`config.mk`:
```
export PLATFORM = sky130hd
export DESIGN_NAME = change_dispenser
export DESIGN_NICKNAME = d
export VERILOG_FILES = /design/src/rtl/change_dispenser.sv
export SDC_FILE = /design/constraint.sdc
export NUM_CORES = 1
export LEC_CHECK = 0
export ABC_AREA = 1
export CORE_MARGIN = 4
export CORE_UTILIZATION = 30
export CTS_CLUSTER_DIAMETER = 120
export DETAILED_ROUTE_END_ITERATION = 8
export PLACE_DENSITY_LB_ADDON = 0.25
export SYNTH_ARGS = -nofsm -noshare
export SYNTH_HDL_FRONTEND = slang
export SYNTH_SLANG_ARGS = --single-unit
```
`constraint.sdc`:
```
create_clock -name clock -period 7.25 [get_ports clock]
set_input_delay 0.725 -clock clock [delete_from_list [all_inputs] [get_ports clock]]
set_output_delay 0.725 -clock clock [all_outputs]
set_load 0.05 [all_outputs]
```
`src/rtl/change_dispenser.sv`:
```
// Change dispenser: pays a requested amount out of a three-denomination coin hopper,
// greedy largest-coin-first, with per-coin inventory, refill and a sticky hopper-timeout fault.
module change_dispenser #(
    parameter int AMT_W      = 8,
    parameter int CNT_W      = 6,
    parameter int VAL_HI     = 5,
    parameter int VAL_MID    = 2,
    parameter int VAL_LO     = 1,
    parameter int INIT_COUNT = 0,
    parameter int TIMEOUT    = 16
) (
    input  logic             clock,
    input  logic             reset,
    input  logic             req_valid,
    input  logic [AMT_W-1:0] req_amount,
    output logic             req_ready,
    output logic [2:0]       eject,
    input  logic             eject_ack,
    input  logic             refill_valid,
    input  logic [1:0]       refill_sel,
    input  logic [CNT_W-1:0] refill_count,
    input  logic             fault_clear,
    output logic             done,
    output logic [AMT_W-1:0] paid,
    output logic             short,
    output logic [AMT_W-1:0] remaining,
    output logic             fault,
    output logic [CNT_W-1:0] count_hi,
    output logic [CNT_W-1:0] count_mid,
    output logic [CNT_W-1:0] count_lo
);

    typedef enum logic [2:0] {IDLE, SELECT, EJECT, WAIT_ACK, DONE, FAULT} state_t;

    localparam int               TMR_W   = $clog2(TIMEOUT + 1);
    localparam logic [CNT_W-1:0] CNT_MAX = '1;

    state_t           state, state_nx;
    logic [1:0]       sel, sel_nx;          // coin index: 0=LO, 1=MID, 2=HI
    logic [TMR_W-1:0] timer;
    logic             accept, take, finish, finish_short;
    logic             timer_clr, timer_inc, go_fault;
    logic [CNT_W-1:0] cnt [3];

    function automatic logic [AMT_W-1:0] coin_val(input logic [1:0] d);
        case (d)
            2'd2:    coin_val = AMT_W'(VAL_HI);
            2'd1:    coin_val = AMT_W'(VAL_MID);
            default: coin_val = AMT_W'(VAL_LO);
        endcase
    endfunction

    // Refill and ack-decrement are combined before saturating, so a full
    // counter that loses one coin and gains one stays full.
    function automatic logic [CNT_W-1:0] next_count(input logic [CNT_W-1:0] cur,
                                                    input logic [CNT_W-1:0] add,
                                                    input logic             dec);
        logic [CNT_W:0] sum;
        sum = {1'b0, cur} + {1'b0, add} - {{CNT_W{1'b0}}, dec};
        next_count = (sum > {1'b0, CNT_MAX}) ? CNT_MAX : sum[CNT_W-1:0];
    endfunction

    // NOTE: every output of this block gets a default first so no path can infer a latch.
    always_comb begin
        state_nx     = state;
        sel_nx       = sel;
        accept       = 1'b0;
        take         = 1'b0;
        finish       = 1'b0;
        finish_short = 1'b0;
        timer_clr    = 1'b0;
        timer_inc    = 1'b0;
        go_fault     = 1'b0;
        eject        = 3'b000;
        req_ready    = 1'b0;
        case (state)
            IDLE: begin
                req_ready = 1'b1;
                if (req_valid) begin
                    accept = 1'b1;
                    if (req_amount == '0) begin
                        state_nx = DONE;
                        finish   = 1'b1;
                    end else begin
                        state_nx = SELECT;
                    end
                end
            end
            SELECT: begin
                timer_clr = 1'b1;
                if (remaining == '0) begin
                    state_nx = DONE;
                    finish   = 1'b1;
                end else if (remaining >= coin_val(2'd2) && cnt[2] != '0) begin
                    sel_nx   = 2'd2;
                    state_nx = EJECT;
                end else if (remaining >= coin_val(2'd1) && cnt[1] != '0) begin
                    sel_nx   = 2'd1;
                    state_nx = EJECT;
                end else if (remaining >= coin_val(2'd0) && cnt[0] != '0) begin
                    sel_nx   = 2'd0;
                    state_nx = EJECT;
                end else begin
                    state_nx     = DONE;
                    finish       = 1'b1;
                    finish_short = 1'b1;
                end
            end
            EJECT: begin
                eject     = 3'b001 << sel;
                timer_inc = 1'b1;
                state_nx  = WAIT_ACK;
            end
            WAIT_ACK: begin
                // Timer counts cycles since the eject; an ack on the last cycle still wins.
                if (eject_ack) begin
                    take     = 1'b1;
                    state_nx = SELECT;
                end else if (timer == TMR_W'(TIMEOUT - 1)) begin
                    go_fault     = 1'b1;
                    finish       = 1'b1;
                    finish_short = 1'b1;
                    state_nx     = FAULT;
                end else begin
                    timer_inc = 1'b1;
                end
            end
            DONE:    state_nx = IDLE;
            FAULT:   if (fault_clear) state_nx = IDLE;
            default: state_nx = IDLE;
        endcase
    end

    // NOTE: sequential state uses non-blocking assignments so every register samples pre-edge values.
    always_ff @(posedge clock or posedge reset) begin
        if (reset) begin
            state <= IDLE;
            sel   <= 2'd0;
            timer <= '0;
        end else begin
            state <= state_nx;
            sel   <= sel_nx;
            if (timer_clr)      timer <= '0;
            else if (timer_inc) timer <= timer + 1'b1;
        end
    end

    // NOTE: the inventory is only three counters, so it is reset like ordinary registers.
    always_ff @(posedge clock or posedge reset) begin
        if (reset) begin
            remaining <= '0;
            paid      <= '0;
            done      <= 1'b0;
            short     <= 1'b0;
            fault     <= 1'b0;
            for (int i = 0; i < 3; i++) cnt[i] <= CNT_W'(INIT_COUNT);
        end else begin
            done <= finish;
            if (finish) short <= finish_short;
            if (accept) begin
                remaining <= req_amount;
                paid      <= '0;
            end else if (take) begin
                remaining <= remaining - coin_val(sel);
                paid      <= paid + coin_val(sel);
            end
            if (go_fault)                          fault <= 1'b1;
            else if (state == FAULT && fault_clear) fault <= 1'b0;
            for (int i = 0; i < 3; i++) begin
                cnt[i] <= next_count(cnt[i],
                                     (refill_valid && refill_sel == 2'(i)) ? refill_count : '0,
                                     take && sel == 2'(i));
            end
        end
    end

    assign count_lo  = cnt[0];
    assign count_mid = cnt[1];
    assign count_hi  = cnt[2];

endmodule

```
## Word-level counts from Yosys, hierarchy flattened

Cells that the tools add are included.

| word-level totals | value |
|---|---|
| register bits | 47 |
| bits of input ports | 22 |
| logic and storage cells | 116 |

| operators by class | value |
|---|---|
| $add $sub $neg | 9 |
| order comparisons | 6 |
| eq/ne operators | 12 |
| shifts and indexed selects | 1 |
| multiplexer cells | 52 |
| bitwise logic cells | 1 |
| reductions and logical operators | 24 |

Operators with widths:

| kind | number |
|---|---|
| $mux W8 | 6 |
| $mux W6 | 6 |
| $mux W3 | 10 |
| $add A6 B6 Y7 | 3 |
| $gt A7 B6 Y1 const B | 3 |
| $sub A7 B1 Y7 | 3 |
| $mux W1 | 20 |
| $reduce_bool A6 Y1 | 3 |
| $logic_not A8 Y1 | 2 |
| $pmux W3 S5 | 1 |
| $logic_and A1 B1 Y1 | 10 |
| $mux W5 | 2 |
| $add A8 B8 Y8 | 1 |
| $ge A8 B1 Y1 const B | 1 |
| $ge A8 B2 Y1 const B | 1 |
| $ge A8 B3 Y1 const B | 1 |
| $sub A8 B8 Y8 | 1 |
| $eq A3 B2 Y1 const B | 2 |
| $mux W2 | 3 |
| $pmux W3 S2 | 1 |
| $reduce_and A3 Y1 | 2 |
| $reduce_bool A2 Y1 | 3 |
| $add A5 B1 Y5 const B | 1 |
| $eq A5 B4 Y1 const B | 1 |
| 13 further kinds | 18 |

## Depth between registers and ports, before layout

| logic depth | value |
|---|---|
| word-level depth | 7 |
| gate-level depth with buffers | 14 |

## Worst setup path before layout

OpenSTA, ideal clock, no wires.

| path | value |
|---|---|
| kind | input to register |
| start | in refill_valid |
| end | reg cnt (netlist bit count_mid[3]) |
| setup time | 0.133 ns |
| data arrival time | 2.743 ns |
| data required time | 7.117 ns |
| setup slack | 4.375 ns |
| stages | 11 |
| buffers on the path | 0 |
| cell sequence | inv_1 nor3_1 nand2_1 ha_1 inv_1 ha_1 fa_1 nand4_1 nand3_1 xnor2_1 nand2_1 |

| between the ends | value |
|---|---|
| longest elaborated chain between the ends | 6 |

RTL lines:

| item | line | text |
|---|---|---|
| start: declaration | 19 | `input logic refill_valid,` |
| $logic_and A1 B1 Y1 (*) | 171 | `(refill_valid && refill_sel == 2'(i)) ? refill_count : '0,` |
| $mux W6 (*) | 171 |  |
| $add A6 B6 Y7 (*) | 59 | `sum = {1'b0, cur} + {1'b0, add} - {{CNT_W{1'b0}}, dec};` |
| $sub A7 B1 Y7 (*) | 59 |  |
| $gt A7 B6 Y1 | 60 | `next_count = (sum > {1'b0, CNT_MAX}) ? CNT_MAX : sum[CNT_W-1:0];` |
| $mux W6 (*) | 60 |  |
| end signal: indexed assignment | 170 | `cnt[i] <= next_count(cnt[i],` |
| end: declaration | 43 | `logic [CNT_W-1:0] cnt [3];` |

Mark *: on every way between the ends. The rest lies on a longest branch, timed or not.
A chain may end at the register's enable or synchronous reset.

## Worst setup path after layout

| path | value |
|---|---|
| start | in eject_ack |
| end | reg cnt (netlist bit count_hi[1]) |

| between the ends | value |
|---|---|
| longest elaborated chain between the ends | 6 |

RTL lines:

| item | line | text |
|---|---|---|
| start: declaration | 18 | `input logic eject_ack,` |
| $mux W1 (*) | 116 | `if (eject_ack) begin` |
| $mux W1 (*) | 76 | `case (state)` |
| $logic_and A1 B1 Y1 (*) | 172 | `take && sel == 2'(i));` |
| $sub A7 B1 Y7 (*) | 59 |  |
| $gt A7 B6 Y1 | 60 |  |
| $mux W6 (*) | 60 |  |

Marked as above.

==> run metrics <==
GR Overflow Total 0; Power per Cell Area 475 nW/um2; largest net degree at the start of global routing 48; worst-margin pin slew 1.02 ns; NetSw 1.13 mW; Combinational Power Share 0.676; Final Instance Area 4540 um2; Syn Area/Cell 7.58 um2; 1st-iter DRT viols 157; Die H 118 um; highest cell delay on the worst timing path 0.50 ns; initial antenna violation count 0; setup TNS 0 ns; Clock Latency Late Sink 0.29 ns; hold wc startpoint fault; clk sink count 47; peak supply drop 0.184 mV; Reg power frac 0.218; Die Wd 118 um; Via density 4.71; RR Startpoint state[2]; CTS Buf Count 5; Worst R2R End count_hi[1]; Max FO, Critical Path 11; Syn Nets approximately 550; fill cell count 1,252; post-synthesis sequential area ratio 0.325; via count 3,243; vias in the first global route 3,382; crit-path cells clkdlybuf4s50_1, inv_1, nor2_2, inv_2, nor2_1, ha_1, inv_1, ha_1, fa_1, nand4_1, nand3_1, xnor2_1, nand2_1; critical path type input port to flip-flop; Lkg Pwr 2.36 nW; Slew Limit Fails 0; RSZ-0062 raised after global routing false; post-route ant nets 0; IO Port Bufs 62; die area approximately 14,000 um2; Root Buffer clkbuf_16; R2R cell count 13; final hold violations 0; htree depth 2; switch share 0.523; clk_skew 0.00534 ns; outcome completed; maxcap violations 0; DRT Pass-1 Iters 4; most frequent cells in the layout nand2_1 (106), inv_1 (98), clkdlybuf4s50_1 (62), dfrtp_1 (47), ha_1 (44); reg-to-reg setup timing slack approximately 4.2 ns; Worst Setup End Kind flip-flop; Area Overhead vs Synth 25.6%; Post-DP HPWL 7350 um; Cell Area, Synth 3620 um2; Hold Crit Endpoint fault; storage element area ~1200 um2; Setup Fix Bufs, Post-CTS 0; post-layout min period 3.48 ns; fin nets 615; clock group share of total power 0.105; Ports 63; fmax 288 MHz; commonest non-fill, non-tap cell in the layout nand2_1; TritonCTS clock tree built; initial core utilization 0.311; CP required 7.40 ns; drt total wl 8980 um; multi-input logic area 2040 um2; Synth Register Bits 47; final setup fails 0; Arr. time, crit path 3.62 ns; Worst setup SP type input port; Max transition margin 0.318; global-route wire length before repair 15,900 um; Mapped Cells 477; Syn. warnings 0; count of cells resized by post-cts repair 0; Wirelength per Cell 13.0 um; post-synth cell types 36; Core Footprint around 12,000 um2; Final period util 0.479; n_diodes 0; std cell rows 39; Hold Buf Count CTS 0; Hold Path Class flip-flop to flip-flop; layout cell share with drive strength beyond 1 0.0422; DR DRC count 0; global-route usage over all layers 0.137; GP Congestion approximately 0.84; Clk pin slew, worst setup/hold paths 0.06 ns; Max clock buf depth 2; Hold Crit Depth 2; CP max stage cell clkdlybuf4s50_1; cell-internal power 1.03 mW; DP Area roughly 4400 um2
-- synthesized netlist by cell type (all sizes together) --
cell,count,share of area
a21oi,16,0.022
nand3b,1,0.0021
buf,2,0.0028
nand2,110,0.12
dfrtp,47,0.33
or2,2,0.0035
and3,1,0.0017
o21ai,13,0.018
xor2,9,0.022
o21a,1,0.0021
fa,5,0.028
nor3,7,0.011
a31oi,6,0.010
o211ai,3,0.0062
a21o,6,0.012
nand4,13,0.022
nand3,28,0.040
xnor2,9,0.022
nor2,43,0.051
ha,44,0.15
a22o,1,0.0024
inv,104,0.11
o221ai,3,0.0073
o22ai,1,0.0017
nor3b,1,0.0021
a22oi,1,0.0021
-- worst max path at each step --
stage | from | endpoint | slack (ns) | cells after the start
2_1_floorplan | refill_valid | count_mid[3] | 4.37 | 11
3_5_place_dp | eject_ack | count_mid[5] | 3.43 | 13
4_1_cts | eject_ack | count_hi[1] | 3.73 | 13
5_1_grt | eject_ack | count_hi[3] | 3.49 | 13
6_report | eject_ack | count_hi[1] | 3.77 | 13
3_3_place_gp | eject_ack | count_hi[5] | 3.53 | 13
-- sequential cells by signal, summed over array words and instances, names as in the netlist --
| name | flops |
|---|---|
| short | 1 |
| state | 3 |
| count_lo | 6 |
| timer | 5 |
| count_hi | 6 |
| count_mid | 6 |
| remaining | 8 |
| sel | 2 |
| paid | 8 |
| done | 1 |
| fault | 1 |
-- cells by family after synthesis --
group	after synthesis	share of synthesized area
xor gates and xnor gates	18	0.0436
and+or+nand+nor	206	0.255
buffers and inverters	106	0.111
adders and majority gates	49	0.180
AOI/OAI and AO/OA	51	0.0848
DFF	47	0.325
-- power groups by stage --
stage	sequential, mW	combinational [mW]	clock [mW]
after floorplan	0.698	0.853	0
after global placement	0.476	1.44	0
after detailed placement	0.476	1.46	0
after CTS	0.472	1.47	0.237
after global routing	0.486	1.64	0.246
final	0.471	1.46	0.227
-- critical path, delay by kind of cell --
kind / cells / cell delay (ns)
simple gates: 5 / 0.88
buf+inv: 4 / 0.83
fa+ha+maj: 3 / 0.79
xor+xnor: 1 / 0.41
-- through the flow --
step	power (mW)	std cells	utilization	hold WS [ns]	setup slack [ns]
final	2.16	688	0.391	0.515	3.77
after global placement	1.92	680	0.379	0.496	3.53
after CTS	2.18	688	0.391	0.529	3.73
after global routing	2.38	688	0.391	0.564	3.49
after detailed placement	1.94	680	0.379	0.513	3.43
after floorplan	1.55	477	-	0.497	4.37
-- routing by layer --
layer  wire length, um  part of all wire  GRT usage  vias up
met4               137             0.015     0.0410        0
met3               368             0.041     0.0303        9
li1                  -                 -          -     1655
met2              4190              0.47      0.231       70
met1              4280              0.48      0.175     1509
met5                 0                 0          0        -
-- layout make-up --
cell class	count	share of cell area
Multi-Input combinational cell	324	0.448
Clock inverter	1	0.00110
Clock buffer	7	0.0292
Inverter	104	0.0865
Tap cell	143	0.0394
Sequential cell	47	0.259
Timing Repair Buffer	62	0.137
(Power assumes the default switching activity.)
